$ cat config.mk
export PLATFORM = sky130hd
export DESIGN_NAME = crack_core
export DESIGN_NICKNAME = d
export VERILOG_FILES = /design/src/rtl/crack_core.sv
export SDC_FILE = /design/constraint.sdc
export NUM_CORES = 1
export LEC_CHECK = 0
export CORE_UTILIZATION = 58
export DETAILED_ROUTE_END_ITERATION = 8
export GPL_TIMING_DRIVEN = 0
export PLACE_DENSITY = 0.88
export SYNTH_ARGS = -nofsm -noshare
export SYNTH_HDL_FRONTEND = slang
export SYNTH_SLANG_ARGS = --single-unit
$ cat constraint.sdc
create_clock -name clk -period 4.05 [get_ports clk]
set_input_delay 0.81 -clock clk [delete_from_list [all_inputs] [get_ports clk]]
set_output_delay 0.81 -clock clk [all_outputs]
set_load 0.005 [all_outputs]
$ cat src/rtl/crack_core.sv
// ARC4 brute-force key search over one key subrange, S-box held in an external 256x8 RAM.
// Optional build macro CRACK_ABORT_EN adds the stop input for aborting a running search.
module crack_core #(
    parameter logic [23:0] KEY_START  = 24'h000000,
    parameter logic [23:0] KEY_STRIDE = 24'd1,
    parameter logic [23:0] KEY_END    = 24'hFFFFFF
) (
    input  logic        clk,
    input  logic        rst_n,
    input  logic        en,
    output logic        rdy,
    output logic [23:0] key,
    output logic        key_valid,
    output logic [7:0]  ct_addr,
    input  logic [7:0]  ct_rddata,
    output logic [7:0]  s_addr,
    output logic [7:0]  s_wrdata,
    output logic        s_wren,
    input  logic [7:0]  s_rddata
`ifdef CRACK_ABORT_EN
    ,
    input  logic        stop
`endif
);

    // states: IDLE wait en | LEN/LEN_WT fetch L | INIT S[i]=i | RD_I..WR_J one swap (KSA or PRGA) | PAD/CHK pad+test | NEXT step key
    localparam logic [3:0] IDLE   = 4'd0;
    localparam logic [3:0] LEN    = 4'd1;
    localparam logic [3:0] LEN_WT = 4'd2;
    localparam logic [3:0] INIT   = 4'd3;
    localparam logic [3:0] RD_I   = 4'd4;
    localparam logic [3:0] RD_J   = 4'd5;
    localparam logic [3:0] WT_J   = 4'd6;
    localparam logic [3:0] GET_J  = 4'd7;
    localparam logic [3:0] WR_I   = 4'd8;
    localparam logic [3:0] WR_J   = 4'd9;
    localparam logic [3:0] PAD    = 4'd10;
    localparam logic [3:0] CHK    = 4'd11;
    localparam logic [3:0] NEXT   = 4'd12;

    logic [3:0]  state;
    logic [7:0]  i, j, si, sj, k, len;
    logic [1:0]  km;
    logic        prga;
    logic [7:0]  kb, jn, p;
    logic [24:0] next_key;

    always_comb begin
        kb = key[7:0];
        if (km == 2'd0)
            kb = key[23:16];
        else if (km == 2'd1)
            kb = key[15:8];
        jn       = j + s_rddata + (prga ? 8'd0 : kb);
        p        = s_rddata ^ ct_rddata;
        next_key = {1'b0, key} + {1'b0, KEY_STRIDE};
    end

    always_ff @(posedge clk) begin
        if (!rst_n) begin
            state     <= IDLE;
            rdy       <= 1'b1;
            key_valid <= 1'b0;
            key       <= 24'd0;
            ct_addr   <= 8'd0;
            s_addr    <= 8'd0;
            s_wrdata  <= 8'd0;
            s_wren    <= 1'b0;
            i         <= 8'd0;
            j         <= 8'd0;
            si        <= 8'd0;
            sj        <= 8'd0;
            k         <= 8'd0;
            len       <= 8'd0;
            km        <= 2'd0;
            prga      <= 1'b0;
        end
`ifdef CRACK_ABORT_EN
        else if (stop && state != IDLE) begin
            state     <= IDLE;
            rdy       <= 1'b1;
            key_valid <= 1'b0;
            s_wren    <= 1'b0;
        end
`endif
        else begin
            case (state)
                IDLE: if (en) begin
                    rdy       <= 1'b0;
                    key_valid <= 1'b0;
                    key       <= KEY_START;
                    ct_addr   <= 8'd0;
                    state     <= LEN;
                end
                LEN: state <= LEN_WT;
                LEN_WT: begin
                    len      <= ct_rddata;
                    i        <= 8'd0;
                    s_addr   <= 8'd0;
                    s_wrdata <= 8'd0;
                    s_wren   <= 1'b1;
                    state    <= INIT;
                end
                INIT: if (i == 8'hFF) begin
                    s_wren <= 1'b0;
                    i      <= 8'd0;
                    j      <= 8'd0;
                    km     <= 2'd0;
                    prga   <= 1'b0;
                    s_addr <= 8'd0;
                    state  <= RD_I;
                end else begin
                    i        <= i + 8'd1;
                    s_addr   <= i + 8'd1;
                    s_wrdata <= i + 8'd1;
                end
                RD_I: state <= RD_J;
                RD_J: begin
                    si     <= s_rddata;
                    j      <= jn;
                    s_addr <= jn;
                    state  <= WT_J;
                end
                WT_J: state <= GET_J;
                GET_J: begin
                    sj       <= s_rddata;
                    s_addr   <= i;
                    s_wrdata <= s_rddata;
                    s_wren   <= 1'b1;
                    state    <= WR_I;
                end
                WR_I: begin
                    s_addr   <= j;
                    s_wrdata <= si;
                    state    <= WR_J;
                end
                WR_J: begin
                    s_wren <= 1'b0;
                    if (!prga) begin
                        km <= (km == 2'd2) ? 2'd0 : km + 2'd1;
                        if (i == 8'hFF) begin
                            if (len == 8'd0) begin
                                rdy       <= 1'b1;
                                key_valid <= 1'b1;
                                state     <= IDLE;
                            end else begin
                                prga   <= 1'b1;
                                i      <= 8'd1;
                                j      <= 8'd0;
                                k      <= 8'd1;
                                s_addr <= 8'd1;
                                state  <= RD_I;
                            end
                        end else begin
                            i      <= i + 8'd1;
                            s_addr <= i + 8'd1;
                            state  <= RD_I;
                        end
                    end else begin
                        // after the swap S[i]+S[j] is still si+sj
                        s_addr  <= si + sj;
                        ct_addr <= k;
                        state   <= PAD;
                    end
                end
                PAD: state <= CHK;
                CHK: if (p < 8'h20 || p > 8'h7E) begin
                    state <= NEXT;
                end else if (k == len) begin
                    rdy       <= 1'b1;
                    key_valid <= 1'b1;
                    state     <= IDLE;
                end else begin
                    k      <= k + 8'd1;
                    i      <= i + 8'd1;
                    s_addr <= i + 8'd1;
                    state  <= RD_I;
                end
                NEXT: if (next_key > {1'b0, KEY_END}) begin
                    rdy       <= 1'b1;
                    key_valid <= 1'b0;
                    state     <= IDLE;
                end else begin
                    key      <= next_key[23:0];
                    i        <= 8'd0;
                    s_addr   <= 8'd0;
                    s_wrdata <= 8'd0;
                    s_wren   <= 1'b1;
                    ct_addr  <= 8'd0;
                    state    <= INIT;
                end
                default: state <= IDLE;
            endcase
        end
    end

endmodule

==> impl_metrics.ini <==
[timing]
hold_slack_ns = 0.461
slew_headroom = 0.325
finalMaxSlewViolations = 0
final_min_period_over_clock_period = 0.913
final_count_of_negative_setup_slack_endpoints = 0
fmax_mhz = 270
clock_skew_ns = 0.00663
final_period_minus_worst_setup_slack_ns = 3.70
actual_transition_at_the_worst_max_transition_pin_ns = 1.01
grt_setup_unrepaired = no
hold_viol = 0
timing.setup.tns_ns = 0

[worst_hold_path]
hold_path_class = register to register
hold_path.startpoint = ct_addr[5]
hold_ep = ct_addr[5]
worstHoldPathCells = 2

[placement]
number_of_cells_in_the_design_after_placement = 1094
buffer_ports.inserted = 68
hpwlAfterDp_um = 16900
finalWeightedCongestion = 1.02

[global_route]
grt_pass1_vias = 6854
grt_max_degree = 16
grt-ovfl-total = 0
wire_length_of_the_first_global_routing_pass_um = 36800
globalRouteTotalUtil = 0.379
grt_antenna_before_repair = 0

[final_layout]
fin_nets = 1007
regArea_um2 = 2120
fin_util = 0.699
total_of_fill_cells_in_the_finished_design = 953
drive_gt1_frac = 0.0466
finish.cell_count_without_fillers = 1108
layout.cells.most_common = sky130_fd_sc_hd__nand2_1
multi_input_area_um2 = 4460
most-common-layout-cells = sky130_fd_sc_hd__nand2_1, sky130_fd_sc_hd__dfxtp_1, sky130_fd_sc_hd__a21oi_1, sky130_fd_sc_hd__nor2_1, sky130_fd_sc_hd__clkdlybuf4s50_1
antennaDiodeCount = 0
area_growth_syn_to_layout_pct = 16.5

[synth]
async_flop_share = 0
synth-seq-area-share = 0.308
synth.ff_latch_count = 106
gate_count_after_technology_mapping = 882
synth.top_cells.by_area = sky130_fd_sc_hd__dfxtp_1, sky130_fd_sc_hd__nand2_1, sky130_fd_sc_hd__a21oi_1
synthFlopType = sky130_fd_sc_hd__dfxtp_1
yosys.area.top_type_share = 0.308
synth.cell_area_um2 = 6880
synth_edf_count = 0
synth_largest_area_cell = sky130_fd_sc_hd__dfxtp_1
distinct_cells_synth = 84
yosysWarningCount = 0
synth_area_per_cell_um2 = 7.80
synth_fp_nets = 927

[worst_setup_path]
crit_slowest_cell = sky130_fd_sc_hd__clkdlybuf4s50_1
worst_r2r_path_depth = 10
worstPathCellList = clkdlybuf4s50_1 > fa_1 > ha_1 > inv_1 > fa_1 > nor2b_1 > o31a_1 > o21ai_0 > and3_1 > o21ai_0 > o211a_1 > a211oi_2
timing.critical_path.slowest_cell_delay_ns = 0.64
worstPathBufferInverterCount = 2
crit_family = adder cells
rr_startpoint = key[0]
register_to_register_setup_slack_ns = 0.35
crit_path_max_fanout = 5
start_kind = input pin
regToRegEndpoint = key[2]
worstPathArrival_ns = 3.92
critical_path.endpoint_type = register
worst-setup-path-type = input pin to register
worstPathRequired_ns = 4.27

[routing]
post_drt_wl_per_cell_um = 21.0
first_iter_violations = 1050
detailedRoute.firstPassIterationCount = 6
avgViaCountPerCell = 6.68
vias = 7396
routed_wirelength_um = 23300
remaining_drc_errors = 0
antenna_violating_nets_post_route = 0

[floorplan]
top_level_ports = 70
chipWidth_um = 111
initial_core_utilization = 0.600
floorplan.die.height_um = 111
die_area_um2 = 12300
floorplan_row_count = 39
design.core.area_um2 = 11500

[clock_tree]
clkTransAtPathRegs_ns = 0.07
cts_tree = done
clock_sinks = 106
cts_buffer_depth = 2
clk-insertion-delay-late_ns = 0.37
postCtsHoldBufs = 0
numCtsBuffers = 9
cts.root.buffer_cell = sky130_fd_sc_hd__clkbuf_16
htreeDepth = 3
postCtsSetupRepairBufs = 0
cts.repair.resized = 0

[power]
power.total_mw = 2.27
power_density_over_cell_area_nw_per_um2 = 284
p_leak_nw = 2.78
max-vdd-ir-drop_v = 0.000214

[status]
run_status = complete, no violations

[job]
max_cap_violations = 0
## cell families (layout without fill, tap and decap cells)
| logic type | count (synthesis) | after routing | share of synthesized area |
|---|---|---|---|
| buffers and inverters | 77 | 160 | 0.0438 |
| XOR/XNOR | 44 | 44 | 0.0560 |
| multiplexers | 22 | 22 | 0.0322 |
| AO/OA/AOI/OAI | 245 | 245 | 0.239 |
| AND/OR/NAND/NOR | 361 | 361 | 0.262 |
| flip-flops | 106 | 106 | 0.308 |
| adder cells (fa/ha/maj) | 27 | 27 | 0.0586 |
## worst min-delay path: stages, from the launching register on
cell,delay (ns)
sky130_fd_sc_hd__dfxtp_1,0.31
sky130_fd_sc_hd__nand2_1,0.05
sky130_fd_sc_hd__mux2i_1,0.05
## flip-flops by register name, summed over array words and instances (netlist names)
register	count
state	4
rdy	1
i	8
ct_addr	8
si	8
s_addr	8
sj	8
prga	1
km	2
k	8
s_wrdata	8
key_valid	1
key	24
len	8
s_wren	1
j	8
## cell type report
cell class	instances	share of cell area
buffer	61	0.0306
clock buffer	11	0.0303
clock inverter	3	0.00219
inverter	16	0.00750
multi-input combinational	699	0.556
sequential	106	0.265
tap	143	0.0223
timing repair buffer	69	0.0862
## power by group
| part | internal, mW | switching (mW) |
|---|---|---|
| registers | 1.06 | 0.0222 |
| clock network | 0.426 | 0.405 |
| logic | 0.131 | 0.224 |
## layer usage
metal	global-route usage	vias to the layer above	wire length, um
li1	-	3390	-
met1	0.516	3399	9360
met2	0.577	528	10200
met3	0.0798	79	2960
met4	0.169	0	772
met5	0	-	0
## synthesized netlist by cell type (all sizes together), types with 17 or more instances
cell type and number:
o21ai 44, nand2 127, ha 17, nor2 71, xor2 32, clkbuf 53, a21oi 75, mux2i 21
nand3 40, dfxtp 106, nor3 34
## metrics by stage
stage	instance area [um^2]	worst slack, ns
after CTS	8010	0.309
final	8010	0.351
after global routing	8010	0.108
after detailed placement	7750	0.0622
after floorplan	6880	0.738
after global placement	7740	0.0754
## worst max-delay path by stage
stage / start / end / slack, ns / depth (start not counted)
3_5_place_dp: s_rddata[1] / s_addr[7] / 0.06 / 12
6_report: s_rddata[1] / s_addr[7] / 0.35 / 12
5_1_grt: km[1] / s_addr[7] / 0.11 / 16
3_3_place_gp: s_rddata[1] / s_addr[7] / 0.08 / 12
2_1_floorplan: km[0] / s_addr[7] / 0.74 / 16
4_1_cts: km[0] / s_addr[7] / 0.31 / 16
No activity file was read; power rests on OpenSTA's default activity.
==> patch 1 (same settings) <==
Build with the macro `CRACK_ABORT_EN` defined.
--- a/src/rtl/crack_core.sv
+++ b/src/rtl/crack_core.sv
@@ -2,2 +2,4 @@
 // Optional build macro CRACK_ABORT_EN adds the stop input for aborting a running search.
+`define CRACK_ABORT_EN
+
 module crack_core #(
Interface: changed (added stop); port bits go from 70 to 71. The function was not compared with the original's and may differ.
==> patch 1 against the original RTL <==
  * Global-route usage is 2.0 points lower
  * Non-clock buffer count unchanged
  * Synthesized area up 3.1%
  * Cell count is 1.6% higher
  * Power is 9.8% higher
  * Sequential cell count unchanged
  * Setup slack got worse by 13 ps
  * Core utilization shrank 0.44 points
  * Cell area is 3.7% higher
  * Die area increased by 3.1%
  * Critical path depth grew 5
  * Combinational power is 21% higher
  * Count of clock-buffer cells in the layout is 2 lower
  * Wire length down 4.3%
==> patch 1: results (changes against the original RTL) <==
.. list-table::
   :header-rows: 1

   * - Metric
     - Value
   * - Fraction of area in clock buffers and inverters
     - 3.93% (+0.68 points)
   * - Pin count of the biggest net entering global routing
     - 19 (+3)
   * - Last weighted congestion value of the routability-driven placer
     - 1.02 (+0.48%)
   * - Filler-free cell count of the finished design
     - 1126 (+1.6%)
   * - Portion of the post-synthesis area used by sequential elements
     - 29.9% (-0.93 points)
   * - First-pass GRT wire length
     - 35.6 mm (-3.4%)
   * - Non-clock buffer area fraction after layout
     - 11.9% (+0.18 points)
   * - Total standard cell area after synthesis
     - 7090 um^2 (+3.1%)
   * - Fill cell instance count of the final layout
     - 979 (+2.7%)
   * - Leak pwr
     - 2.87 nW (+3.4%)
   * - Sum of routed wire segments on met1
     - 8.94 mm (-4.5%)
   * - Flip-flop and latch share of the layout cell area
     - 25.5% (-0.93 points)
   * - Post-synthesis cell type count
     - 83 (-1.2%)
   * - Overall routing resource usage
     - 35.9% (-2.0 points)
   * - Compound-gate portion of the synthesized area
     - 21.9% (-2.0 points)
   * - Number of non-clock inverters in the layout
     - 18 (+2)
   * - Post-synthesis net count
     - 939 (+1.3%)
   * - Maximum fanout along the worst path
     - 10 (+5)
   * - Top cells by count, synth
     - dfxtp_1 (106), nor2_1 (90), nand2_1 (86)
   * - Multi-Input Combinational
     - 709 (+1.4%)
   * - Worst rel slew slack
     - 18.9% (-14 points)
   * - Via count of the first global-routing pass
     - 6809 (-0.66%)
   * - Biggest cell delay along the critical path
     - 500 ps (-140 ps)
   * - Max stage delay cell, worst path
     - fa_1
   * - Initial detailed-routing violation count
     - 939 (-11%)
   * - GR met3 Demand/Resource
     - 9.18% (+1.2 points)
   * - Port-buffer cells
     - 70 (+2.9%)
   * - Met1 usage in global routing
     - 46.5% (-5.2 points)
   * - Status
     - finished clean
   * - Number of iterations in the first detailed-routing pass
     - 7 (+1)
   * - Worst voltage drop across the vdd grid
     - 322 uV (+51%)
   * - Routed wire length on met3
     - 2.28 mm (-23%)
   * - Layout cell share with drive strength beyond 1
     - 9.19% (+4.5 points)
   * - Multiplexer share of the synthesized area
     - 4.80% (+1.6 points)
   * - Leading post-synthesis cells by cell area
     - dfxtp_1 (30%), a21oi_1 (5.5%), mux2i_1 (4.8%)
   * - Count of cells along the worst register-to-register path
     - 17 (+7)
   * - GR Layer Usage met2
     - 56.5% (-1.3 points)
   * - Post-route standard cell area excluding fillers
     - 8310 um^2 (+3.7%)
[patch 1: cell types whose count changed in the layout (fill, tap and decap cells not counted), moves of 9 or more]
cell | unedited run | this run
clkbuf_1 | 52 | 37
mux2i_1 | 21 | 34
nand2_1 | 127 | 86
nand2_2 | 0 | 12
nand4_1 | 8 | 17
nor2_1 | 71 | 90
o21ai_0 | 42 | 32
xnor2_1 | 12 | 28
xor2_1 | 32 | 16
[patch 1: power by group]
group | leakage [nW] | internal (W) | switching, W
Clock | 0.153 | 0.000548 | 0.000434
Combinational | 1.87 | 0.000166 | 0.000262
Sequential | 0.855 | 0.00107 | 0.0000178
Total | 2.87 | 0.00178 | 0.000714
[patch 1: path summary, 6_finish.rpt]
kind	from	end	slack, ps
max	km[0]	s_addr[7]	340
min	ct_addr[5]	ct_addr[5]	450
max reg2reg	km[0]	s_addr[7]	340
min reg2reg	ct_addr[5]	ct_addr[5]	450
==> patch 2 (same flow settings) <==
Without the edit above. Reset style: asynchronous (`rst_n`), changed in one clocked block.
--- a/src/rtl/crack_core.sv
+++ b/src/rtl/crack_core.sv
@@ -58,3 +58,3 @@
 
-    always_ff @(posedge clk) begin
+    always_ff @(posedge clk or negedge rst_n) begin
         if (!rst_n) begin
Check against the original RTL: differs if rst_n is asserted again (counterexample within 4 cycles, from zero or initial values and one cycle with rst_n low); with rst_n held inactive, the same outputs for 10 cycles.
==> patch 2 against the original RTL <==
  * Wire length fell by 15%
  * Cell area rose by 0.30%
  * Sequential cell count did not move
  * Via count fell by 11%
  * Setup slack got worse by 160 ps
  * Synthesized area fell by 0.62%
  * Power rose by 16%
  * Critical path type is now register to register
  * Critical endpoint is now key[13]
==> patch 2: results (changes against the original RTL) <==
.. list-table::
   :header-rows: 1

   * - Metric
     - Value
   * - Status
     - finished clean
   * - Leak pwr
     - 3.48 nW (+25%)
   * - Number of nets in the final layout
     - 932 (-7.4%)
   * - Post-detailed-placement cell area
     - 7730 um^2 (-0.23%)
   * - Post-synthesis net count
     - 851 (-8.2%)
   * - Biggest cell delay along the critical path
     - 580 ps (-60 ps)
   * - Top cells by count, synth
     - nand2_1 (125), dfrtp_1 (105), o21ai_0 (75)
   * - Estimated wirelength of the detail-placed design
     - 14.7 mm (-13%)
   * - Maximum fanout along the worst path
     - 10 (+5)
   * - Initial detailed-routing violation count
     - 679 (-35%)
   * - Arrival time of the worst setup path
     - 4100 ps (+180 ps)
   * - Skew final
     - 7.89 ps (+1.27 ps)
   * - Main flop type after synthesis
     - dfrtp_1
   * - Last weighted congestion value of the routability-driven placer
     - 0.951 (-6.7%)
   * - Layout cell share with drive strength beyond 1
     - 6.29% (+1.6 points)
   * - Portion of the post-synthesis area used by sequential elements
     - 38.8% (+8.0 points)
   * - Hold Crit Class
     - input pin to asynchronous set/reset pin
   * - Pin count of the biggest net entering global routing
     - 72 (+56)
   * - Mean post-synth cell area
     - 8.48 um^2 (+8.8%)
   * - Number of iterations in the first detailed-routing pass
     - 5 (-1)
   * - First-pass GRT wire length
     - 31.9 mm (-13%)
   * - Leading post-synthesis cells by cell area
     - dfrtp_1 (38%), nand2_1 (6.9%), o21ai_0 (5.5%)
   * - Via count
     - 6591 (-11%)
   * - Overall routing resource usage
     - 33.1% (-4.8 points)
   * - Port-buffer cells
     - 69 (+1.5%)
   * - Pre-CTS worst setup slack
     - -158 ps (-220 ps)
   * - Filler-free cell count of the finished design
     - 1033 (-6.8%)
   * - Crit-path leading delay family
     - simple AND/OR/NAND/NOR gates
   * - Worst voltage drop across the vdd grid
     - 365 uV (+71%)
   * - Post-synthesis cell type count
     - 63 (-25%)
   * - Area share of the largest cell type after synthesis
     - 38.4% (+7.6 points)
   * - Routed wire per std cell
     - 19.2 um (-8.7%)
   * - Via count of the first global-routing pass
     - 6123 (-11%)
   * - Placed Cells incl. Taps
     - 1019 (-6.9%)
   * - CTS buffer count
     - 9 (unchanged)
   * - Slew at the pin with the worst max-slew slack
     - 1300 ps (+286 ps)
-- patch 2: changes by cell type in the layout (fill, tap and decap cells not counted), sizes merged, moves of 18 or more --
cell,change
a21oi,-37
clkbuf,-18
dfrtp,+105
dfxtp,-106
o21ai,+40
xnor2,+19
-- patch 2: worst register-to-register path: stages, from the launching register on --
cell	delay (ps)
dfrtp_1	580
ha_1	220
clkbuf_1	310
nand4_1	150
buf_4	210
nor4_1	360
xnor2_1	150
nor4_2	360
and4b_1	280
a21oi_2	90
buf_6	180
a32oi_4	410
buf_4	260
nand2_1	90
o31ai_1	110
-- patch 2: final timing paths --
| kind | startpoint | endpoint | slack, ps | cells past startpoint |
|---|---|---|---|---|
| hold / removal | rst_n | key[15] | 420 | 1 |
| max in group asynchronous | rst_n | k[3] | 2920 | 2 |
| hold reg to reg | s_wrdata[3] | s_wrdata[3] | 490 | 2 |
| min in group clk | s_wrdata[3] | s_wrdata[3] | 490 | 2 |
| setup / recovery | key[1] | key[13] | 190 | 14 |
| setup reg to reg | key[1] | key[13] | 190 | 14 |
-- patch 2: per-layer routing --
metal,share of wire (%),vias up,routed length [um],GRT usage [%]
li1,-,3006,-,-
met5,0,-,0,0.417
met1,42,3176,8410,48.0
met4,2.4,0,481,11.4
met2,45,366,8890,49.9
met3,10,43,2060,5.93
-- patch 2: power groups by stage --
stage | logic [W] | registers [W] | clock network [W]
after floorplan | 0.000351 | 0.00123 | 0
after global placement | 0.000554 | 0.00124 | 0
after detailed placement | 0.000579 | 0.00124 | 0
after CTS | 0.000585 | 0.00123 | 0.000830
after global routing | 0.000656 | 0.00124 | 0.000876
final | 0.000583 | 0.00123 | 0.000822
-- patch 2: kinds of logic (layout without fill, tap and decap cells) --
kind of cell,after synthesis,in the layout,synth area share [%]
AND/OR/NAND/NOR,321,321,21.6
AO/OA/AOI/OAI,207,207,19.3
flip-flops,106,106,38.8
buffers and inverters,73,157,4.39
XOR/XNOR,48,48,6.15
adder cells (fa/ha/maj),26,26,5.75
multiplexers,25,25,3.99
-- patch 2: what timing repair did --
| action | CTS | global route |
|---|---|---|
| gates resized for setup | 0 | 10 |
| setup endpoints to repair | 0 | 49 |
| buffers inserted | 0 | 1 |
-- patch 2: area by class of cell --
class / count / area (um^2)
Buffer: 47 / 205
Tap cell: 143 / 179
Inverter: 25 / 93.8
Clock buffer: 11 / 243
Timing Repair Buffer: 71 / 726
Multi-Input combinational cell: 627 / 3910
Clock inverter: 3 / 25.0
Sequential cell: 106 / 2660
Fill cell: 917 / 3430
